==> src/rtl/load_store_unit.sv <==
// load_store_unit: RV32I load/store engine on a req/gnt/rvalid data bus.
// Runs one access at a time through IDLE -> REQ -> RESP -> DONE. Load data
// is extended and written back to the register file in DONE. Misaligned
// requests are rejected, and an access that stalls on the bus is aborted
// after TIMEOUT cycles.
module load_store_unit #(
    parameter int unsigned TIMEOUT = 16
) (
    input  logic        clk_i,
    input  logic        nreset_i,
    input  logic        req_i,
    input  logic        we_i,
    input  logic [2:0]  size_i,
    input  logic [31:0] addr_i,
    input  logic [31:0] wdata_i,
    input  logic [4:0]  rd_adr_i,
    output logic        stall_o,
    output logic        misalign_o,
    output logic        bus_err_o,
    output logic        mem_req_o,
    output logic        mem_we_o,
    output logic [3:0]  mem_be_o,
    output logic [31:0] mem_addr_o,
    output logic [31:0] mem_wdata_o,
    input  logic        mem_gnt_i,
    input  logic        mem_rvalid_i,
    input  logic [31:0] mem_rdata_i,
    output logic        rf_we_o,
    output logic [4:0]  rf_adr_o,
    output logic [31:0] rf_wd_o
);

    typedef enum logic [1:0] {S_IDLE, S_REQ, S_RESP, S_DONE} state_t;

    localparam logic [2:0] F3_B  = 3'b000;
    localparam logic [2:0] F3_H  = 3'b001;
    localparam logic [2:0] F3_W  = 3'b010;
    localparam logic [2:0] F3_BU = 3'b100;
    localparam logic [2:0] F3_HU = 3'b101;

    localparam int unsigned   CW       = (TIMEOUT > 1) ? $clog2(TIMEOUT) : 1;
    localparam int unsigned   TLAST    = (TIMEOUT == 0) ? 0 : TIMEOUT - 1;
    localparam logic [CW-1:0] CNT_LAST = CW'(TLAST);

    state_t        r_state;
    logic [CW-1:0] r_cnt;
    logic          r_we;
    logic [2:0]    r_size;
    logic [1:0]    r_off;
    logic [4:0]    r_rd;
    logic [29:0]   r_addr;
    logic [3:0]    r_be;
    logic [31:0]   r_wdata;
    logic          r_rf_we;
    logic [4:0]    r_rf_adr;
    logic [31:0]   r_rf_wd;

    logic [2:0]    w_size;
    logic          w_aligned;
    logic          w_accept;
    logic [3:0]    w_be;
    logic [31:0]   w_wdata;
    logic [31:0]   w_lane;
    logic [31:0]   w_ext;
    logic          w_timeout;

    // Collapse the request size to B/H/W/BU/HU; anything unsupported acts as W
    always_comb begin
        w_size = F3_W;
        if (we_i) begin
            if (size_i == F3_B || size_i == F3_H) w_size = size_i;
        end else begin
            if (size_i == F3_B || size_i == F3_H || size_i == F3_BU || size_i == F3_HU)
                w_size = size_i;
        end
    end

    // Alignment check, lane enables and lane-replicated store data
    always_comb begin
        w_aligned = 1'b1;
        w_be      = 4'b1111;
        w_wdata   = wdata_i;
        case (w_size)
            F3_B, F3_BU: begin
                w_be    = 4'b0001 << addr_i[1:0];
                w_wdata = {4{wdata_i[7:0]}};
            end
            F3_H, F3_HU: begin
                w_aligned = ~addr_i[0];
                w_be      = 4'b0011 << addr_i[1:0];
                w_wdata   = {2{wdata_i[15:0]}};
            end
            default: w_aligned = (addr_i[1:0] == 2'b00);
        endcase
    end

    // Shift the addressed lane down and extend it per the latched size
    always_comb begin
        w_lane = mem_rdata_i >> {r_off, 3'b000};
        case (r_size)
            F3_B:    w_ext = {{24{w_lane[7]}}, w_lane[7:0]};
            F3_BU:   w_ext = {24'h0, w_lane[7:0]};
            F3_H:    w_ext = {{16{w_lane[15]}}, w_lane[15:0]};
            F3_HU:   w_ext = {16'h0, w_lane[15:0]};
            default: w_ext = w_lane;
        endcase
    end

    // Handshake status: stall, misalign pulse and timeout abort pulse
    always_comb begin
        w_accept   = (r_state == S_IDLE) && req_i && w_aligned;
        misalign_o = (r_state == S_IDLE) && req_i && !w_aligned;
        stall_o    = w_accept || (r_state == S_REQ) || (r_state == S_RESP);
        w_timeout  = (TIMEOUT != 0) && (r_cnt == CNT_LAST);
        bus_err_o  = w_timeout && (((r_state == S_REQ) && !mem_gnt_i) ||
                                   ((r_state == S_RESP) && !mem_rvalid_i));
    end

    // Access sequencer: latches the request, tracks bus handshakes and writeback
    always_ff @(posedge clk_i) begin
        if (!nreset_i) begin
            r_state  <= S_IDLE;
            r_cnt    <= '0;
            r_we     <= 1'b0;
            r_size   <= '0;
            r_off    <= '0;
            r_rd     <= '0;
            r_addr   <= '0;
            r_be     <= '0;
            r_wdata  <= '0;
            r_rf_we  <= 1'b0;
            r_rf_adr <= '0;
            r_rf_wd  <= '0;
        end else begin
            r_rf_we <= 1'b0;
            case (r_state)
                S_IDLE: begin
                    if (w_accept) begin
                        r_we    <= we_i;
                        r_size  <= w_size;
                        r_off   <= addr_i[1:0];
                        r_rd    <= rd_adr_i;
                        r_addr  <= addr_i[31:2];
                        r_be    <= w_be;
                        r_wdata <= w_wdata;
                        r_cnt   <= '0;
                        r_state <= S_REQ;
                    end
                end
                S_REQ: begin
                    if (mem_gnt_i) begin
                        r_cnt   <= '0;
                        r_state <= S_RESP;
                    end else if (w_timeout) begin
                        r_state <= S_DONE;
                    end else begin
                        r_cnt <= r_cnt + 1'b1;
                    end
                end
                S_RESP: begin
                    if (mem_rvalid_i) begin
                        if (!r_we && (r_rd != '0)) begin
                            r_rf_we  <= 1'b1;
                            r_rf_adr <= r_rd;
                            r_rf_wd  <= w_ext;
                        end
                        r_state <= S_DONE;
                    end else if (w_timeout) begin
                        r_state <= S_DONE;
                    end else begin
                        r_cnt <= r_cnt + 1'b1;
                    end
                end
                S_DONE:  r_state <= S_IDLE;
                default: r_state <= S_IDLE;
            endcase
        end
    end

    assign mem_req_o   = (r_state == S_REQ);
    assign mem_we_o    = r_we;
    assign mem_be_o    = r_be;
    assign mem_addr_o  = {r_addr, 2'b00};
    assign mem_wdata_o = r_wdata;
    assign rf_we_o     = r_rf_we;
    assign rf_adr_o    = r_rf_adr;
    assign rf_wd_o     = r_rf_wd;

endmodule

==> config.mk <==
export PLATFORM = sky130hd
export DESIGN_NAME = load_store_unit
export DESIGN_NICKNAME = d
export VERILOG_FILES = /design/src/rtl/load_store_unit.sv
export SDC_FILE = /design/constraint.sdc
export NUM_CORES = 1
export LEC_CHECK = 0
export ABC_AREA = 0
export CORE_MARGIN = 2
export CORE_UTILIZATION = 25
export CTS_CLUSTER_SIZE = 25
export DETAILED_ROUTE_END_ITERATION = 16
export PLACE_DENSITY = 0.57
export SLEW_MARGIN = 20
export SYNTH_ARGS = -nofsm -noshare
export SYNTH_HDL_FRONTEND = slang
export SYNTH_SLANG_ARGS = --single-unit
==> constraint.sdc <==
create_clock -name clk_i -period 2.3 [get_ports clk_i]
set_clock_uncertainty 0.1 [all_clocks]
set_input_delay 0.46 -clock clk_i [delete_from_list [all_inputs] [get_ports clk_i]]
set_output_delay 0.46 -clock clk_i [all_outputs]
set_load 0.01 [all_outputs]
## Word level (Yosys, flattened, before mapping)

Cells that the tools add are included.

| word-level totals | value |
|---|---|
| output and inout bits | 111 |
| logic and storage cells | 80 |
| flip-flop bits (word level) | 121 |

| operators by class | value |
|---|---|
| $add $sub $neg | 1 |
| shift operators | 3 |
| reduce and logical (&&, ||, !) cells | 30 |
| eq/ne operators | 15 |
| mux-type cells | 18 |
| bitwise gates (word level) | 1 |

Operator list:

| operator | number |
|---|---|
| $pmux W32 S4 | 1 |
| $pmux W32 S2 | 1 |
| $shr A32 B5 Y32 | 1 |
| $eq A3 B3 Y1 const B | 6 |
| $mux W4 | 4 |
| $pmux W4 S3 | 1 |
| $eq A3 B1 Y1 const B | 3 |
| $logic_not A3 Y1 | 3 |
| $mux W3 | 3 |
| $reduce_and A3 Y1 | 3 |
| $mux W2 | 4 |
| $pmux W2 S4 | 1 |
| $pmux W4 S2 | 1 |
| $logic_and A1 B1 Y1 | 7 |
| $logic_or A1 B1 Y1 | 6 |
| $reduce_bool A5 Y1 | 1 |
| $add A4 B1 Y4 const B | 1 |
| $eq A2 B2 Y1 const B | 2 |
| $eq A4 B4 Y1 const B | 1 |
| $logic_not A1 Y1 | 4 |
| $logic_not A2 Y1 | 2 |
| $ne A2 B2 Y1 const B | 2 |
| $reduce_or A2 Y1 | 2 |
| $shl A1 B2 Y4 const A | 1 |
| 7 further kinds | 7 |

## Longest topological paths before layout

| logic depth | value |
|---|---|
| word-level depth | 12 |
| mapped depth | 10 |
| mapped depth without buffers | 6 |

## Least setup slack after synthesis

Ideal clock, no wire load.

| timing | value |
|---|---|
| path kind | reg2out |
| start point | reg r_state[1] |
| end point | out stall_o |
| data arrival time | 1.529 ns |
| stages on the path, launching flop included | 8 |
| setup slack | 0.211 ns |
| data required time | 1.740 ns |
| cell sequence | dfxtp_1 inv_1 ha_1 buf_2 nand2_1 a221oi_2 buf_2 or3_1 |

| on the way | value |
|---|---|
| longest elaborated chain between the ends | 5 |
| elaborated cells between the ends (all ways) | 7 |
| classes of those cells | 2 x eq/ne; 5 x reduce/logical |

Ends and longest elaborated chain:

| item | RTL line | source |
|---|---|---|
| from (decl) | 45 | `state_t r_state;` |
| from (signal assigned) | 122 | `r_state <= S_IDLE;` |
| from (signal assigned) | 147 | `r_state <= S_REQ;` |
| from (signal assigned) | 153 | `r_state <= S_RESP;` |
| $logic_not A2 Y1 | 111 | `w_accept = (r_state == S_IDLE) && req_i && w_aligned;` |
| $logic_and A1 B1 Y1 (2 in series) | 111 |  |
| $logic_or A1 B1 Y1 | 113 | `stall_o = w_accept \|\| (r_state == S_REQ) \|\| (r_state == S_RESP);` |
| $logic_or A1 B1 Y1 * | 113 |  |
| to (decl) | 17 | `output logic stall_o,` |

Every way passes the cells marked *; elsewhere a longest branch is shown, timed or not.

## Worst setup path in the final report

Same ends and word-level chain as after synthesis.

==> metrics.cfg <==
[logic_synthesis]
synth.avg_cell_area_um2 = 8.31
synth-edff-count = 0
synth_area_leaders = dfxtp_1 (44%), nand3_1 (14%), nand2_1 (8.5%), mux2i_1 (4.4%), o2111ai_1 (2.5%)
ys_top_cells_by_count = nand3_1 (152), nand2_1 (125), dfxtp_1 (121)
synthArstFlopShare = 0
ys_types = 56
synthFlopType = dfxtp_1
synth.top_cell.area_share = 0.440
yosys_warnings = 0
yosysSeqAreaShare = 0.440
synth_top_area_cell = dfxtp_1
synth_area_mm2 = 0.00551
yosysMostFrequentCell = nand3_1
ys_seq_elements = 121
syn-instance-count = 663

[clocking]
postCtsHoldBufs = 0
cts-root-buf = clkbuf_16
htree_levels = 4
clk_path_buf_depth = 2
cts_sinks = 121
cts_buffers = 17
cts_tree = built
clock_latency_ns = 0.41
cts.clk_slew.worst_paths_ns = 0.06

[route]
vias = 5612
dr.pass1.iters = 4
drtIter0Drc = 204
wl_um = 18700
viasPerCell = 4.75
drc = 0
ant_nets = 0
wire_per_inst_um = 15.9

[run]
max_cap_viol_count = 0

[sta]
setup_violations = 0
hold_viol_final = 0
slew_headroom = 0.599
fin_crit_ns = 2.20
setup_slack_ns = 0.0958
hold_ws_ns = 0.346
rsz0062_at_grt = true
period_share = 0.958
worstMarginPinSlew_ns = 0.601
fmax_ghz = 0.454
drv_slew = 0
fin_tns_setup_ns = 0

[floorplan]
dieHeight_um = 152
rows = 54
core_mm2 = 0.0218
die_area_mm2 = 0.0232
io_pins = 221
die_w_um = 152
start_util = 0.253

[grt]
grt_pass1_vias = 5358
antenna_found_initial = 2
grt_max_degree = 130
grt_first_pass_wirelength_um = 29900
track_usage = 0.161
grt_overflow_total = 0

[critical_path]
cp-end-kind = output port
worstPathArrival_ns = 1.64
critPathBufInv = 2
critPathSlowestCell = or3_1
required_ns = 1.74
path_class = flip-flop to output port
crit_chain = inv_1, ha_4, nand2_4, a221oi_4, or3_1, buf_4
cp-start-kind = flip-flop
worst_path_dominant_cell_family = simple AND/OR/NAND/NOR gates
crit_fanout = 3
critical_path.max_stage_delay_ns = 0.35

[layout]
drive_above_1_share = 0.121
stdcell_area_mm2 = 0.00889
regArea_mm2 = 0.00242
multi_input_area_mm2 = 0.00282
instances_no_fill = 1181
postLayoutCoreUtil = 0.409
layout.nets = 1002
num-fill-cells = 2241
syn_to_final_growth_pct = 61.5

[placed_design]
routabilityCongestion = 0.769
io_buffer_count = 218
dpl.hpwl_um = 13000
placed_cells = 1147
pre_cts_ws_ns = -0.559
post_dp_cell_area_mm2 = 0.00820

[power_and_ir_drop]
power_mw = 7.20
combPwrFrac = 0.253
p_leak_nw = 3.59
p_switching_mw = 2.04
p_sw_frac = 0.283
peakVddDrop_v = 0.000502
internal_power_mw = 5.16
seqPwrFrac = 0.332
powerDensity_mw_per_mm2 = 809
p_clk_frac = 0.415

[run_status]
status = complete, no violations

[worst_hold_path]
hold_path_class = flip-flop to flip-flop

[area by class of cell]
| cell class | count | area share |
|---|---|---|
| Multi-Input combinational cell | 472 | 0.317 |
| Clock inverter | 14 | 0.0248 |
| Inverter | 7 | 0.00295 |
| Sequential cell | 121 | 0.272 |
| Antenna cell | 2 | 0.000563 |
| Timing Repair Buffer | 267 | 0.294 |
| Tap cell | 280 | 0.0394 |
| Clock buffer | 18 | 0.0494 |
[power groups by stage]
| stage | clock network [mW] | logic (mW) | registers (mW) |
|---|---|---|---|
| after global placement | 0 | 1.80 | 2.43 |
| after CTS | 3.09 | 1.81 | 2.39 |
| after floorplan | 0 | 0.785 | 2.50 |
| after global routing | 3.18 | 2.01 | 2.42 |
| after detailed placement | 0 | 1.80 | 2.43 |
| final | 2.99 | 1.82 | 2.39 |
[tightest hold or removal path, delay by kind of cell (launching register included)]
family	cells	cell delay, ns
flip-flops	1	0.30
AND/OR/NAND/NOR	2	0.10
[state kept, by name, indices dropped and copies added, names as in the netlist]
register and count:
r_cnt 4, r_addr 30, mem_wdata_o 32, r_rd 5
rf_adr_o 5, r_size 3, r_off 2, r_state 2
mem_we_o 1, mem_be_o 4, rf_wd_o 32, rf_we_o 1
[kinds of logic (layout without fill, tap and decap cells)]
family / count (synthesis) / after routing / synth area share
buffers and inverters: 71 / 306 / 0.0586
AO/OA/AOI/OAI: 121 / 121 / 0.164
multiplexers: 32 / 32 / 0.0620
adder cells (fa/ha/maj): 7 / 7 / 0.0154
AND/OR/NAND/NOR: 310 / 310 / 0.259
flip-flops: 121 / 121 / 0.440
other: 1 / 4 / 0.000681
[timing repair]
item | in CTS | in global routing
gates resized for setup | 20 | 7
setup buffers | 0 | 0
endpoints found under the setup margin | 11 | 4
pin swaps | 4 | 1
[final timing paths]
path            endpoint       start  cells past startpoint  slack (ns)
min reg2reg   r_addr[20]  r_addr[20]                      2        0.35
max reg2reg  mem_be_o[0]  r_state[1]                      7        0.37
max              stall_o  r_state[1]                      6         0.1
min           r_addr[20]  r_addr[20]                      2        0.35
[metal layers]
metal / global-route usage / wire length [um] / up-vias
met1: 0.203 / 8330 / 2596
li1: - / - / 2816
met3: 0.0688 / 1660 / 18
met2: 0.253 / 8500 / 182
met5: 0 / 0 / -
met4: 0.0450 / 261 / 0
[placed cells by master (no fill, tap or decap), types with 5 or more instances in the layout]
cell               n
a21boi_0          13
a21oi_1           12
buf_12             5
buf_4             44
bufinv_16          5
clkbuf_16         17
clkdlybuf4s50_1  207
dfxtp_1          121
dlygate4sd2_1      6
inv_1              6
mux2_2             7
mux2i_1           24
nand2_1          124
nand3_1          152
nor2_1             6
nor2b_1            5
o2111ai_1         16
o211a_1            9
o211ai_1           8
o21ai_0           23
o2bb2ai_1          8
or3_1              9
Note: power is estimated with default switching activity, not from simulation.
